===== src/rtl/uart_pkg.sv =====
// Shared UART framing definitions used by both the transmitter and the receiver.
package uart_pkg;

  // 8N1 framing: eight data bits, LSB first, no parity, one stop bit.
  localparam int UART_DATA_BITS = 8;

  // 9600 baud at a 50 MHz system clock.
  localparam int DEFAULT_CLOCKS_PER_PULSE = 5208;

  typedef enum logic [2:0] {
    RX_IDLE  = 3'd0,
    RX_START = 3'd1,
    RX_DATA  = 3'd2,
    RX_STOP  = 3'd3,
    RX_BREAK = 3'd4
  } rx_state_e;

endpackage


===== src/rtl/uart_receiver_if.sv =====
// Byte stream leaving the UART receiver: valid/ready handshake plus status pulses.
interface uart_receiver_if;
  import uart_pkg::*;

  logic [UART_DATA_BITS-1:0] data_out;
  logic                      out_valid;
  logic                      out_ready;
  logic                      frame_err;
  logic                      overrun;
  logic                      rx_busy;

  // The receiver produces bytes and status; the consumer only drives ready.
  modport master (
    output data_out,
    output out_valid,
    output frame_err,
    output overrun,
    output rx_busy,
    input  out_ready
  );

  modport slave (
    input  data_out,
    input  out_valid,
    input  frame_err,
    input  overrun,
    input  rx_busy,
    output out_ready
  );

endinterface


===== src/rtl/sync_2ff.sv =====
// Generic two-flop synchroniser for asynchronous inputs, with a selectable reset value.
module sync_2ff #(
  parameter int               WIDTH     = 1,
  parameter logic [WIDTH-1:0] RESET_VAL = '1
) (
  input  logic             clk,
  input  logic             rst,
  input  logic [WIDTH-1:0] d_i,
  output logic [WIDTH-1:0] q_o
);

  logic [WIDTH-1:0] meta_q;
  logic [WIDTH-1:0] sync_q;

  // Two-stage shift; the first stage may go metastable, the second resolves it.
  always_ff @(posedge clk) begin
    // NOTE: non-blocking assignments keep both stages sampling the pre-edge values,
    // so the data really takes two clocks to pass through.
    if (rst) begin
      meta_q <= RESET_VAL;
      sync_q <= RESET_VAL;
    end else begin
      meta_q <= d_i;
      sync_q <= meta_q;
    end
  end

  assign q_o = sync_q;

endmodule


===== src/rtl/uart_receiver.sv =====
// 8N1 UART receiver: synchronises rx, qualifies the start bit at half a bit period,
// samples each data bit and the stop bit at mid-bit, and presents bytes on valid/ready.
module uart_receiver
  import uart_pkg::*;
#(
  parameter int CLOCKS_PER_PULSE = DEFAULT_CLOCKS_PER_PULSE
) (
  input  logic            clk,
  input  logic            rst,
  input  logic            rx,
  uart_receiver_if.master rx_if
);

  localparam int HALF_PULSE = CLOCKS_PER_PULSE / 2;
  localparam int CNT_W      = $clog2(CLOCKS_PER_PULSE);

  localparam logic [CNT_W-1:0] HALF_LAST = CNT_W'(HALF_PULSE - 1);
  localparam logic [CNT_W-1:0] BIT_LAST  = CNT_W'(CLOCKS_PER_PULSE - 1);
  localparam logic [2:0]       LAST_BIT  = 3'(UART_DATA_BITS - 1);

  logic rx_s;

  rx_state_e                 state_q,     state_d;
  logic [CNT_W-1:0]          c_clocks_q,  c_clocks_d;
  logic [2:0]                c_bits_q,    c_bits_d;
  logic [UART_DATA_BITS-1:0] shift_q,     shift_d;
  logic [UART_DATA_BITS-1:0] data_q,      data_d;
  logic                      valid_q,     valid_d;
  logic                      frame_err_q, frame_err_d;
  logic                      overrun_q,   overrun_d;

  // The line idles high, so the synchroniser resets to 1 to avoid a false start.
  sync_2ff #(
    .WIDTH     (1),
    .RESET_VAL (1'b1)
  ) u_rx_sync (
    .clk (clk),
    .rst (rst),
    .d_i (rx),
    .q_o (rx_s)
  );

  // State, counters and output registers; reset aborts any frame in flight.
  always_ff @(posedge clk) begin
    if (rst) begin
      state_q     <= RX_IDLE;
      c_clocks_q  <= '0;
      c_bits_q    <= '0;
      // NOTE: the shift register is reset too, so a frame aborted by reset
      // leaves nothing behind that could leak into a later byte.
      shift_q     <= '0;
      data_q      <= '0;
      valid_q     <= 1'b0;
      frame_err_q <= 1'b0;
      overrun_q   <= 1'b0;
    end else begin
      state_q     <= state_d;
      c_clocks_q  <= c_clocks_d;
      c_bits_q    <= c_bits_d;
      shift_q     <= shift_d;
      data_q      <= data_d;
      valid_q     <= valid_d;
      frame_err_q <= frame_err_d;
      overrun_q   <= overrun_d;
    end
  end

  // Next-state, bit sampling and output handshake.
  always_comb begin
    // NOTE: every signal gets a default before the case statement, so no branch
    // can leave one unassigned and infer a latch.
    state_d     = state_q;
    c_clocks_d  = c_clocks_q;
    c_bits_d    = c_bits_q;
    shift_d     = shift_q;
    data_d      = data_q;
    valid_d     = valid_q;
    frame_err_d = 1'b0;
    overrun_d   = 1'b0;

    // Consumer takes the held byte; may be overridden below by a new byte.
    if (valid_q && rx_if.out_ready) begin
      valid_d = 1'b0;
    end

    case (state_q)
      RX_IDLE: begin
        if (!rx_s) begin
          state_d    = RX_START;
          c_clocks_d = '0;
        end
      end

      // Still low at mid start bit means a real start, not a glitch.
      RX_START: begin
        if (c_clocks_q == HALF_LAST) begin
          c_clocks_d = '0;
          if (!rx_s) begin
            state_d  = RX_DATA;
            c_bits_d = '0;
          end else begin
            state_d = RX_IDLE;
          end
        end else begin
          c_clocks_d = c_clocks_q + CNT_W'(1);
        end
      end

      // Sampling a full period after mid start lands in the middle of each data bit.
      RX_DATA: begin
        if (c_clocks_q == BIT_LAST) begin
          c_clocks_d        = '0;
          shift_d[c_bits_q] = rx_s;
          if (c_bits_q == LAST_BIT) begin
            state_d = RX_STOP;
          end else begin
            c_bits_d = c_bits_q + 3'd1;
          end
        end else begin
          c_clocks_d = c_clocks_q + CNT_W'(1);
        end
      end

      RX_STOP: begin
        if (c_clocks_q == BIT_LAST) begin
          c_clocks_d = '0;
          if (rx_s) begin
            state_d = RX_IDLE;
            // The output slot is free if empty or being emptied this very cycle.
            if (!valid_q || rx_if.out_ready) begin
              data_d  = shift_q;
              valid_d = 1'b1;
            end else begin
              overrun_d = 1'b1;
            end
          end else begin
            frame_err_d = 1'b1;
            state_d     = RX_BREAK;
          end
        end else begin
          c_clocks_d = c_clocks_q + CNT_W'(1);
        end
      end

      // A held-low line must return high before another start bit is looked for.
      RX_BREAK: begin
        if (rx_s) begin
          state_d = RX_IDLE;
        end
      end

      default: begin
        state_d = RX_IDLE;
      end
    endcase
  end

  assign rx_if.data_out  = data_q;
  assign rx_if.out_valid = valid_q;
  assign rx_if.frame_err = frame_err_q;
  assign rx_if.overrun   = overrun_q;
  assign rx_if.rx_busy   = (state_q != RX_IDLE);

endmodule


===== src/flat_wrapper.sv =====
// flat-port wrapper written by rule: the top's interface ports become plain ports
module uart_receiver_flat import uart_pkg::*;
#(
  parameter int CLOCKS_PER_PULSE = DEFAULT_CLOCKS_PER_PULSE
)
  (clk, rst, rx, rx_if_data_out, rx_if_out_valid, rx_if_frame_err, rx_if_overrun, rx_if_rx_busy, rx_if_out_ready);
  uart_receiver_if rx_if_i ();
  input  logic clk;
  input  logic rst;
  input  logic rx;
  output wire logic [$bits(rx_if_i.data_out)-1:0] rx_if_data_out;
  output wire logic [$bits(rx_if_i.out_valid)-1:0] rx_if_out_valid;
  output wire logic [$bits(rx_if_i.frame_err)-1:0] rx_if_frame_err;
  output wire logic [$bits(rx_if_i.overrun)-1:0] rx_if_overrun;
  output wire logic [$bits(rx_if_i.rx_busy)-1:0] rx_if_rx_busy;
  input wire logic [$bits(rx_if_i.out_ready)-1:0] rx_if_out_ready;
  assign rx_if_data_out = rx_if_i.data_out;
  assign rx_if_out_valid = rx_if_i.out_valid;
  assign rx_if_frame_err = rx_if_i.frame_err;
  assign rx_if_overrun = rx_if_i.overrun;
  assign rx_if_rx_busy = rx_if_i.rx_busy;
  assign rx_if_i.out_ready = rx_if_out_ready;
  uart_receiver #(.CLOCKS_PER_PULSE(CLOCKS_PER_PULSE)) u_core (.clk(clk), .rst(rst), .rx(rx), .rx_if(rx_if_i));
endmodule

===== config.mk =====
export PLATFORM = sky130hd
export DESIGN_NAME = uart_receiver_flat
export DESIGN_NICKNAME = d
export VERILOG_FILES = /design/src/rtl/uart_pkg.sv /design/src/rtl/uart_receiver_if.sv /design/src/rtl/sync_2ff.sv /design/src/rtl/uart_receiver.sv /design/src/flat_wrapper.sv
export SDC_FILE = /design/constraint.sdc
export NUM_CORES = 1
export LEC_CHECK = 0
export CORE_AREA = 2 2 72 88
export CTS_BUF_LIST = sky130_fd_sc_hd__clkbuf_2 sky130_fd_sc_hd__clkbuf_4 sky130_fd_sc_hd__clkbuf_8
export CTS_CLUSTER_DIAMETER = 30
export DETAILED_ROUTE_END_ITERATION = 8
export DIE_AREA = 0 0 74 90
export DONT_BUFFER_PORTS = 1
export HOLD_SLACK_MARGIN = 0.02
export PLACE_DENSITY = 0.45
export SLEW_MARGIN = 20
export SYNTH_ARGS = -nofsm -noshare
export SYNTH_HDL_FRONTEND = slang
export SYNTH_SLANG_ARGS = --single-unit

===== constraint.sdc =====
create_clock -name clk -period 2.18 [get_ports clk]
set_input_delay 0.654 -clock clk [delete_from_list [all_inputs] [get_ports clk]]
set_output_delay 0.654 -clock clk [all_outputs]
set_load 0.03 [all_outputs]

### Yosys cells after proc, flatten, opt, wreduce, memory -nomap -nowiden

Index checks and enable logic that the tools add are counted.
W data, S select, Z words.

* bits in registers: 40
* input port bits: 4
* output and inout port bits: 12
* logic and storage cells: 76

* $add $sub $neg: 2
* $lt $le $gt $ge: 2
* equal/unequal tests: 15
* multiplexer cells: 28
* bitwise gates (word level): 3
* reductions and logical operators: 16

Operators with widths (number)
* $mux W13: 3
* $pmux W13 S3: 1
* $mux W3: 11
* $pmux W3 S5: 1
* $add A13 B1 Y13 const B: 1
* $eq A13 B12 Y1 const B: 1
* $eq A13 B13 Y1 const B: 1
* $bwmux W8: 1
* $mux W1: 8
* $ne A2 B1 Y1 const B: 4
* $ne A2 B2 Y1 const B: 4
* $eq A3 B2 Y1 const B: 2
* $eq A3 B3 Y1 const B: 2
* $pmux W3 S2: 1
* $reduce_and A6 Y1: 1
* $reduce_bool A3 Y1: 2
* $reduce_and A5 Y1: 1
* $lt A3 B4 Y1 const B: 1
* $reduce_and A2 Y1: 2
* $reduce_and A4 Y1: 1
* $reduce_or A4 Y1: 1
* $add A3 B1 Y3 const B: 1
* $demux W1 S3: 1
* $eq A3 B1 Y1 const B: 1
* other kinds (10): 13

### Longest topological paths before layout

Gate-level depths: netlist of run 1.

* depth in word-level cells: 6
* depth in mapped cells: 7
* mapped depth without buffers: 6

### Hierarchy

A second synthesis of run 1 with hierarchy kept.

* cells, all modules: 233
* area, all modules: 2128.3 sq um

By module, submodules not included
* uart_receiver: times used 1, cells each 229, area an instance 2075.7 sq um, seq. area each 760.7 sq um
* sync_2ff: times used 1, cells each 4, area an instance 52.6 sq um, seq. area each 40.0 sq um

### Least setup slack after synthesis of run 1

OpenSTA, ideal clock, no wires.

* path kind: reg2reg
* start: register u_core.c_clocks_q[0]
* end: register u_core.shift_q[2]
* library setup time: 0.128 ns
* arrival: 1.615 ns
* data required time: 2.052 ns
* setup slack: 0.437 ns
* cell stages (with the launch flop): 7
* buffers on the path: 0
* period minus slack after synthesis: 1.743 ns
* cell sequence: dfxtp_1 > ha_1 > nor4b_4 > nand4_4 > nor4b_2 > mux2i_1 > nor2_1

* cells in the longest elaborated chain, start to end: 2

RTL lines
* start: declaration: RTL line uart_receiver.sv:24 `logic [CNT_W-1:0] c_clocks_q, c_clocks_d;`
* start signal: assignment: RTL line uart_receiver.sv:58 `c_clocks_q <= c_clocks_d;`
* $eq A13 B13 Y1: RTL line uart_receiver.sv:111 `if (c_clocks_q == BIT_LAST) begin`
* $reduce_and A2 Y1 (no source line)
* end signal: assignment: RTL line uart_receiver.sv:60 `shift_q <= shift_d;`
* end: declaration: RTL line uart_receiver.sv:26 `logic [UART_DATA_BITS-1:0] shift_q, shift_d;`

Every way passes these cells.
A chain may end at the register's enable or synchronous reset.

### Worst setup path in the final report of run 1

* start: register u_core.state_q[0]
* end: output rx_if_rx_busy

* cells in the longest elaborated chain, start to end: 1

RTL lines
* start: declaration: RTL line uart_receiver.sv:23 `rx_state_e state_q, state_d;`
* start signal: assignment: RTL line uart_receiver.sv:57 `state_q <= state_d;`
* $reduce_bool A3 Y1: RTL line uart_receiver.sv:162 `assign rx_if.rx_busy = (state_q != RX_IDLE);`
* end: declaration: RTL line flat_wrapper.sv:15 `output wire logic [$bits(rx_if_i.rx_busy)-1:0] rx_if_rx_busy;`

Every way passes these cells.

==> out/metrics.cfg, run 1 <==
[drt]
firstDrtPassIters=4
wirelength_mm=4.068
vias=1471
drtIter0Drc=137
vias_per_cell=5.038
wl_per_cell_um=13.93
antenna_left=0
drc=0

[cells_and_area]
area_delta_synth_final_pct=7.876
drive_gt1_share_pct=15.24
num_antenna_cells=0
mostFrequentLayoutCells=dfxtp_1, nor2_1, mux2i_1
nNetsFinal=216
final_common_cell=dfxtp_1

[cts]
cts_tree=yes
cts_buffers=5
clk_pin_slew_ps=80
cts-root-buf=clkbuf_8
cts.sinks=40
clk_path_buf_depth=2
htreeDepth=2
post_cts.repair.setup_buffers=0
cts-resized-gates=0
ctsHoldBuffers=0
clk_latency_ps=290

[worst_setup_path]
slowest_stage=or3_1
arrival_ps=1360
cp_top_family=simple AND/OR/NAND/NOR gates
cp-end-kind=output pin
reg2reg_to=u_core.shift_q[6]$_SDFFE_PP0P_
cp.required_ps=1530
path_cells=buf_4 -> or3_1
crit_fanout=8
crit_type=reg -> out
r2r_slack_ps=200
critPathCapture=rx_if_rx_busy
cp-startpoint=u_core.state_q[0]$_SDFFE_PP0P_
startpoint_type=flop
critical_path_cell_count=2
timing.critical_path.buf_inv=1
critPathMaxStageDelay_ps=500
r2r-start=u_core.c_clocks_q[0]$_SDFFE_PP0P_
rr_worst_depth=6

[yosys]
synth_edf_count=0
syn_nets=216
synth_compound_area_share_pct=7.309
yosys.area_share.simple_pct=32.20
synth.top_cell.area_share_pct=40.33
synthAdderAreaFrac_pct=1.890
syn_area_um2=1986
async_flop_share_pct=0
synth_warnings=0
synth_top_family_by_area=simple AND/OR/NAND/NOR gates
synth_area_per_cell_um2=9.501
synth-seq-area-share_pct=40.33
synth_ff_type=dfxtp_1
synth_cell_types=45
ys_ff_latch=40
netlist_instances=209
yosys-top-cells-area=dfxtp_1, mux2i_1, nor2_1
synthMuxAreaShare_pct=10.08
yosysTopAreaCell=dfxtp_1
synthXorXnorAreaFrac_pct=4.411

[placed_design]
dp.final_hpwl_mm=2.889
numPortBuffers=0
gp_congestion=0.7952
place_ws_ps=187.4

[timing]
worstMarginPinSlew_ps=619.2
relSlewSlack_pct=58.34
final-max-slew-violation-count=0
fin_crit_ps=2016
fmaxAchievable_ghz=0.4960
final-setup-viol-count=0
clock-skew-final_ps=3.870
final.setup.tns_ps=0
rsz0062_at_grt=no
post-route-period-util_pct=92.48
hold_viol_final=0
fin_ws_ps=163.9

[global_routing]
antenna_found_initial=0
grt_pass1_vias=1419
overflow=0
gr-usage-all-layers_pct=13.34
grt_max_degree=30
grt_pass1_wl_mm=7.010

[status]
status=finished, final reports clean

[floorplan]
die_area_um2=6660
die_height_um=90
start_util_pct=33.90
rows=31
pin_count=16
die_x_um=74
core_area_um2=5857

[power_and_ir_drop]
p_per_area_nw_per_um2=598.8
leakagePower_nw=0.7756
ir_drop_mv=0.2958

[run]
maxCapViolations=0

[hold_path]
min_path_type=reg -> reg

## cell type report
class	instances	area (um2)
Inverter	5	18.77
Sequential cell	40	800.8
Fill cell	625	3715
Clock buffer	5	68.82
Multi-Input combinational cell	154	1110
Timing Repair Buffer	3	22.52
Tap cell	82	102.6
Clock inverter	3	18.77
## state kept, by name, summed over array words and instances, names as in the netlist
name and cells:
u_core.u_rx_sync.q_o 1, u_core.rx_if.frame_err 1, u_core.rx_if.data_out 8, u_core.c_bits_q 3, u_core.rx_if.out_valid 1, u_core.shift_q 8
u_core.rx_if.overrun 1, u_core.u_rx_sync.meta_q 1, u_core.state_q 3, u_core.c_clocks_q 13
## how the worst min path moves through the flow
stage                                  startpoint                               to  slack [ps]  cells past startpoint
2_1_floorplan  u_core.u_rx_sync.meta_q$_SDFF_PP1_  u_core.u_rx_sync.q_o$_SDFF_PP1_         390                      1
3_3_place_gp   u_core.u_rx_sync.meta_q$_SDFF_PP1_  u_core.u_rx_sync.q_o$_SDFF_PP1_         390                      1
3_5_place_dp   u_core.u_rx_sync.meta_q$_SDFF_PP1_  u_core.u_rx_sync.q_o$_SDFF_PP1_         390                      1
4_1_cts                                       rst   u_core.state_q[1]$_SDFFE_PP0P_         410                      1
5_1_grt                                       rst  u_core.c_bits_q[1]$_SDFFE_PP0P_         400                      1
6_report       u_core.u_rx_sync.meta_q$_SDFF_PP1_  u_core.u_rx_sync.q_o$_SDFF_PP1_         410                      1
## per-layer routing
layer / up-vias / global-route usage [%] / share of wire [%]
li1: 736 / - / -
met1: 708 / 17.00 / 45
met2: 21 / 21.28 / 50
met3: 6 / 3.700 / 3.2
met4: 0 / 4.545 / 1.5
met5: - / 0 / 0
## logic make-up after synthesis
| kind of cell | count (synthesis) |
|---|---|
| muxes | 20 |
| xor gates and xnor gates | 10 |
| AOI/OAI and AO/OA | 19 |
| adders and majority gates | 3 |
| buffers and inverters | 15 |
| DFF | 40 |
| and+or+nand+nor | 102 |
## synth_stat cells (4+ instances only)
| cell type | n |
|---|---|
| clkbuf_1 | 4 |
| nand2_1 | 13 |
| nor2_1 | 31 |
| xnor2_1 | 5 |
| nor4_2 | 4 |
| xor2_1 | 5 |
| nor4b_1 | 5 |
| nand3_1 | 8 |
| nor3_1 | 7 |
| a21oi_1 | 7 |
| mux2i_1 | 20 |
| inv_1 | 5 |
| dfxtp_1 | 40 |
| o21ai_0 | 5 |
## power breakdown
group	internal [mW]	total [mW]	switching (mW)
clock network	0.223	0.491	0.268
registers	0.734	0.739	0.00450
logic	0.0229	0.0534	0.0305
## stage by stage
step / cells / hold WS, ps / power [mW] / util [%] / instance area [um2]
6_report: 292 / 412.3 / 1.283 / 36.57 / 2142
5_1_grt: 292 / 401.3 / 1.345 / 36.57 / 2142
4_1_cts: 292 / 406.6 / 1.308 / 36.57 / 2142
3_5_place_dp: 284 / 395.0 / 0.8098 / 35.08 / 2054
3_3_place_gp: 284 / 392.8 / 0.8091 / 35.08 / 2054
2_1_floorplan: 209 / 389.5 / 0.8053 / - / 1986
Power figures use the tool's default switching activity.
==> run 2: changes to the inputs <==
--- a/config.mk
+++ b/config.mk
@@ -13,6 +13,7 @@
 export DONT_BUFFER_PORTS = 1
 export HOLD_SLACK_MARGIN = 0.02
 export PLACE_DENSITY = 0.45
+export RECOVER_POWER = 100
 export SLEW_MARGIN = 20
 export SYNTH_ARGS = -nofsm -noshare
 export SYNTH_HDL_FRONTEND = slang
==> constraint.sdc (replaced) <==
create_clock -name clk -period 2 [get_ports clk]
set_input_delay 0.6 -clock clk [delete_from_list [all_inputs] [get_ports clk]]
set_output_delay 0.6 -clock clk [all_outputs]
set_load 0.03 [all_outputs]
==> run 2 against run 1 <==
  * Routed wire length increased by 4.8%
  * Non-clock buffer count increased by 5
  * Clock skew increased by 3.3 ps
  * Critical endpoint unchanged
  * Utilization increased by 1.5 points
  * First-iteration DRC count increased by 14%
  * Highest routed layer unchanged
==> out/metrics.cfg, run 2 (synthesis gave the netlist of run 1 again) <==
[status]
status=finished, final reports clean

[global_routing]
grt_max_degree=30
overflow=0
grt_pass1_wl_mm=7.279
antenna_found_initial=0
grt_pass1_vias=1499
gr-usage-all-layers_pct=13.85

[cts]
cts-root-buf=clkbuf_8
clk_path_buf_depth=2
cts_buffers=5
cts_tree=yes
htreeDepth=2
clk_pin_slew_ps=80
ctsHoldBuffers=0
cts.sinks=40
clk_latency_ps=290

[worst_setup_path]
crit_fanout=8
reg2reg_to=u_core.shift_q[1]$_SDFFE_PP0P_
r2r_slack_ps=120
rr_worst_depth=7
cp-end-kind=output pin
startpoint_type=flop
critPathCapture=rx_if_rx_busy
crit_type=reg -> out
arrival_ps=1320
cp.required_ps=1400
r2r-start=u_core.c_clocks_q[0]$_SDFFE_PP0P_
cp-startpoint=u_core.state_q[0]$_SDFFE_PP0P_

[cells_and_area]
num_antenna_cells=0
fillers=627
final_area_um2=2227
drive_gt1_share_pct=19.44
area_delta_synth_final_pct=12.16
nNetsFinal=222
finish.utilization_pct=38.03
finalNonFillerCells=298
mostFrequentLayoutCells=dfxtp_1, nor2_1, mux2i_1
final_common_cell=dfxtp_1
largest_register_ffs=13
regMostFlops=u_core.c_clocks_q

[timing]
fin_crit_ps=1920
fin_hold_ws_ps=368.0
hold_viol_final=0
fin_ws_ps=79.76
clock-skew-final_ps=7.148
final.setup.tns_ps=0
final-setup-viol-count=0
post-route-period-util_pct=96.01
worstMarginPinSlew_ps=584.2
fmaxAchievable_ghz=0.5208
relSlewSlack_pct=60.75
final-max-slew-violation-count=0

[floorplan]
rows=31
die_height_um=90
core_area_um2=5857
die_x_um=74
die_area_um2=6660
start_util_pct=33.90
pin_count=16

[hold_path]
min_path_type=in -> reg
hold_depth=1

[drt]
antenna_left=0
firstDrtPassIters=4
drtIter0Drc=156
wirelength_mm=4.262
wl_per_cell_um=14.30
vias=1510
vias_per_cell=5.067
drc=0

[power_and_ir_drop]
leakagePower_nw=0.8091
p_per_area_nw_per_um2=637.0
power_mw=1.419
ir_drop_mv=0.3033

[placed_design]
dp.cells=287
gp_congestion=0.8249
numPortBuffers=0
place_ws_ps=-3.194
dp.final_hpwl_mm=3.026
placed_area_um2=2077

[run]
maxCapViolations=0

[run 2: cell type report]
class | instances | area (um2) | area share [%]
multi-input cells | 155 | 1151 | 51.69
well taps | 82 | 102.6 | 4.607
clock inverters | 2 | 10.01 | 0.4494
inverters | 5 | 18.77 | 0.8427
repair buffers | 8 | 60.06 | 2.697
clock buffers | 6 | 82.58 | 3.708
flip-flops and latches | 40 | 802.0 | 36.01
[run 2: how the worst min path moves through the flow]
stage	from	end	slack, ps
2_1_floorplan	u_core.u_rx_sync.meta_q$_SDFF_PP1_	u_core.u_rx_sync.q_o$_SDFF_PP1_	390
3_3_place_gp	u_core.u_rx_sync.meta_q$_SDFF_PP1_	u_core.u_rx_sync.q_o$_SDFF_PP1_	390
3_5_place_dp	u_core.u_rx_sync.meta_q$_SDFF_PP1_	u_core.u_rx_sync.q_o$_SDFF_PP1_	410
4_1_cts	rst	u_core.shift_q[2]$_SDFFE_PP0P_	360
5_1_grt	rst	u_core.c_clocks_q[2]$_SDFFE_PP0P_	360
6_report	rst	u_core.c_clocks_q[2]$_SDFFE_PP0P_	370
[run 2: what timing repair did]
| action | 4_1_cts | 5_1_grt |
|---|---|---|
| endpoints found under the setup margin | 4 | 19 |
| resized for setup | 3 | 4 |
| hold endpoints to repair | 0 | 0 |
| pin swaps | 0 | 2 |
| gates cloned | 0 | 1 |
| buffers inserted | 0 | 2 |
[run 2: routing by layer]
layer  share of wire, %  track usage, %
met5                  0               0
met4                1.5           5.303
met2                 53           22.62
met1                 43           17.41
met3                3.2           3.027
[run 2: power breakdown]
group	total (mW)	switching, mW	internal [mW]
logic	0.0601	0.0333	0.0267
clock network	0.551	0.276	0.275
registers	0.808	0.00705	0.800
total	1.42	0.316	1.10
[run 2: worst max-delay path, cell delays in order (launching register included)]
cell     delay [ps]
dfxtp_1         410
buf_4           200
or3_4           420
==> patch: new RTL, settings of run 1 <==
Take the reset off `data_q` and load it in a clocked block of its own.
--- a/src/rtl/uart_receiver.sv
+++ b/src/rtl/uart_receiver.sv
@@ -49,7 +49,6 @@
       // NOTE: the shift register is reset too, so a frame aborted by reset
       // leaves nothing behind that could leak into a later byte.
       shift_q     <= '0;
-      data_q      <= '0;
       valid_q     <= 1'b0;
       frame_err_q <= 1'b0;
       overrun_q   <= 1'b0;
@@ -58,11 +57,14 @@
       c_clocks_q  <= c_clocks_d;
       c_bits_q    <= c_bits_d;
       shift_q     <= shift_d;
-      data_q      <= data_d;
       valid_q     <= valid_d;
       frame_err_q <= frame_err_d;
       overrun_q   <= overrun_d;
     end
+  end
+
+  always_ff @(posedge clk) begin
+    data_q <= data_d;
   end
 
   // Next-state, bit sampling and output handshake.
Behaviour: no difference found for any inputs over 10 cycles, from zero or initial values and one cycle with rst high; that may be too few to reach the edited logic, so the function may still have changed.
==> patch against run 1 <==
Synthesized cell count is 1.4% lower. Register-to-register slack improved by 0.03 ns. Area after synthesis grew 0.82%. Sequential cell count unchanged. Setup slack gained 0.0094 ns. Design area grew 4.1%. Total power rose by 10%. Sequential share of layout area increased by 2.1 points. Wire length is 5.6% higher. Sequential power grew 3.2%. Largest power group unchanged.
==> patch: results (changes against run 1) <==
drt initial violations: 51 (was 137)
worst setup path start: u_core.state_q[2] (was u_core.state_q[0])
Internal: 1.110 mW (was 0.9803 mW)
Placed Instances: 287 (was 284)
M1 WL: 1.913 mm (was 1.846 mm)
met1 global-route usage: 17.63% (was 17.00%)
VDD IR-drop max: 0.2073 mV (was 0.2958 mV)
top cells by count, synth: 33 x nand2_1, 32 x dfxtp_1, 11 x mux2i_1 (was 40 x dfxtp_1, 31 x nor2_1, 20 x mux2i_1)
pre-CTS setup slack: 0.2182 ns (was 0.1874 ns)
top cells by area, synth: dfxtp_1 32%, edfxtp_1 12%, nand2_1 6.2%, mux2i_1 5.5%, o221ai_1 2.6% (was dfxtp_1 40%, mux2i_1 10%, nor2_1 5.9%, nor4_2 2.5%, nand2_1 2.5%)
post-layout net count: 219 (was 216)
post-route clock period utilization: 92.05% (was 92.48%)
clock skew: 0.009165 ns (was 0.003870 ns)
Cell Area, Placed: 0.002113 mm2 (was 0.002054 mm2)
syn_area_per_cell: 9.718 um2 (was 9.501 um2)
hpwl dp: 3.156 mm (was 2.889 mm)
global-route wire length before repair: 7.279 mm (was 7.010 mm)
reg-to-reg setup timing slack: 0.23 ns (was 0.20 ns)
DR WL met2: 2.259 mm (was 2.030 mm)
fill cell total of the finished layout: 592 (was 625)
fin cells: 295 (was 292)
footprint of the multi-input gates: 0.001042 mm2 (was 0.001110 mm2)
fraction of the mapped netlist area in adder cells: 1.875% (was 1.890%)
M2 GR Usage: 22.99% (was 21.28%)
Yosys cell types: 49 (was 45)
RD Place Congestion: 0.7618 (was 0.7952)
layout cells sized above 1: 17.84% (was 15.24%)
Slew headroom: 64.89% (was 58.34%)
GR Util All Layers: 13.94% (was 13.34%)
Synth Area in XOR/XNOR: 2.188% (was 4.411%)
GR Layer Usage met3: 2.691% (was 3.700%)
CP Max Fanout: 6 (was 8)
post-synthesis net count: 213 (was 216)
status: completed (unchanged)
[patch: cell type report]
type                       count  area share (%)
clock buffer                   5           3.085
sequential                    40           39.48
tap                           82           4.599
multi-input combinational    150           46.72
clock inverter                 3           1.907
inverter                       5          0.8413
timing repair buffer          10           3.365
[patch: cells by family after synthesis]
kind of cell / count (synthesis)
buffers and inverters: 16
flip-flops: 40
multiplexers: 11
AO/OA/AOI/OAI: 30
AND/OR/NAND/NOR: 101
XOR/XNOR: 5
adder cells (fa/ha/maj): 3
[patch: worst reg2reg max path, stage by stage, from the launching register on]
cell and delay (ns):
dfxtp_1 0.40, ha_1 0.28, and4bb_4 0.31, and3_2 0.20, nand4_1 0.15, nor2b_1 0.15
buf_4 0.17
[patch: through the flow]
| stage | hold slack, ns | power, mW |
|---|---|---|
| after global routing | 0.3990 | 1.472 |
| final | 0.4098 | 1.414 |
| after detailed placement | 0.3932 | 0.8227 |
| after global placement | 0.3932 | 0.8208 |
| after floorplan | 0.3895 | 0.8115 |
| after CTS | 0.4036 | 1.434 |
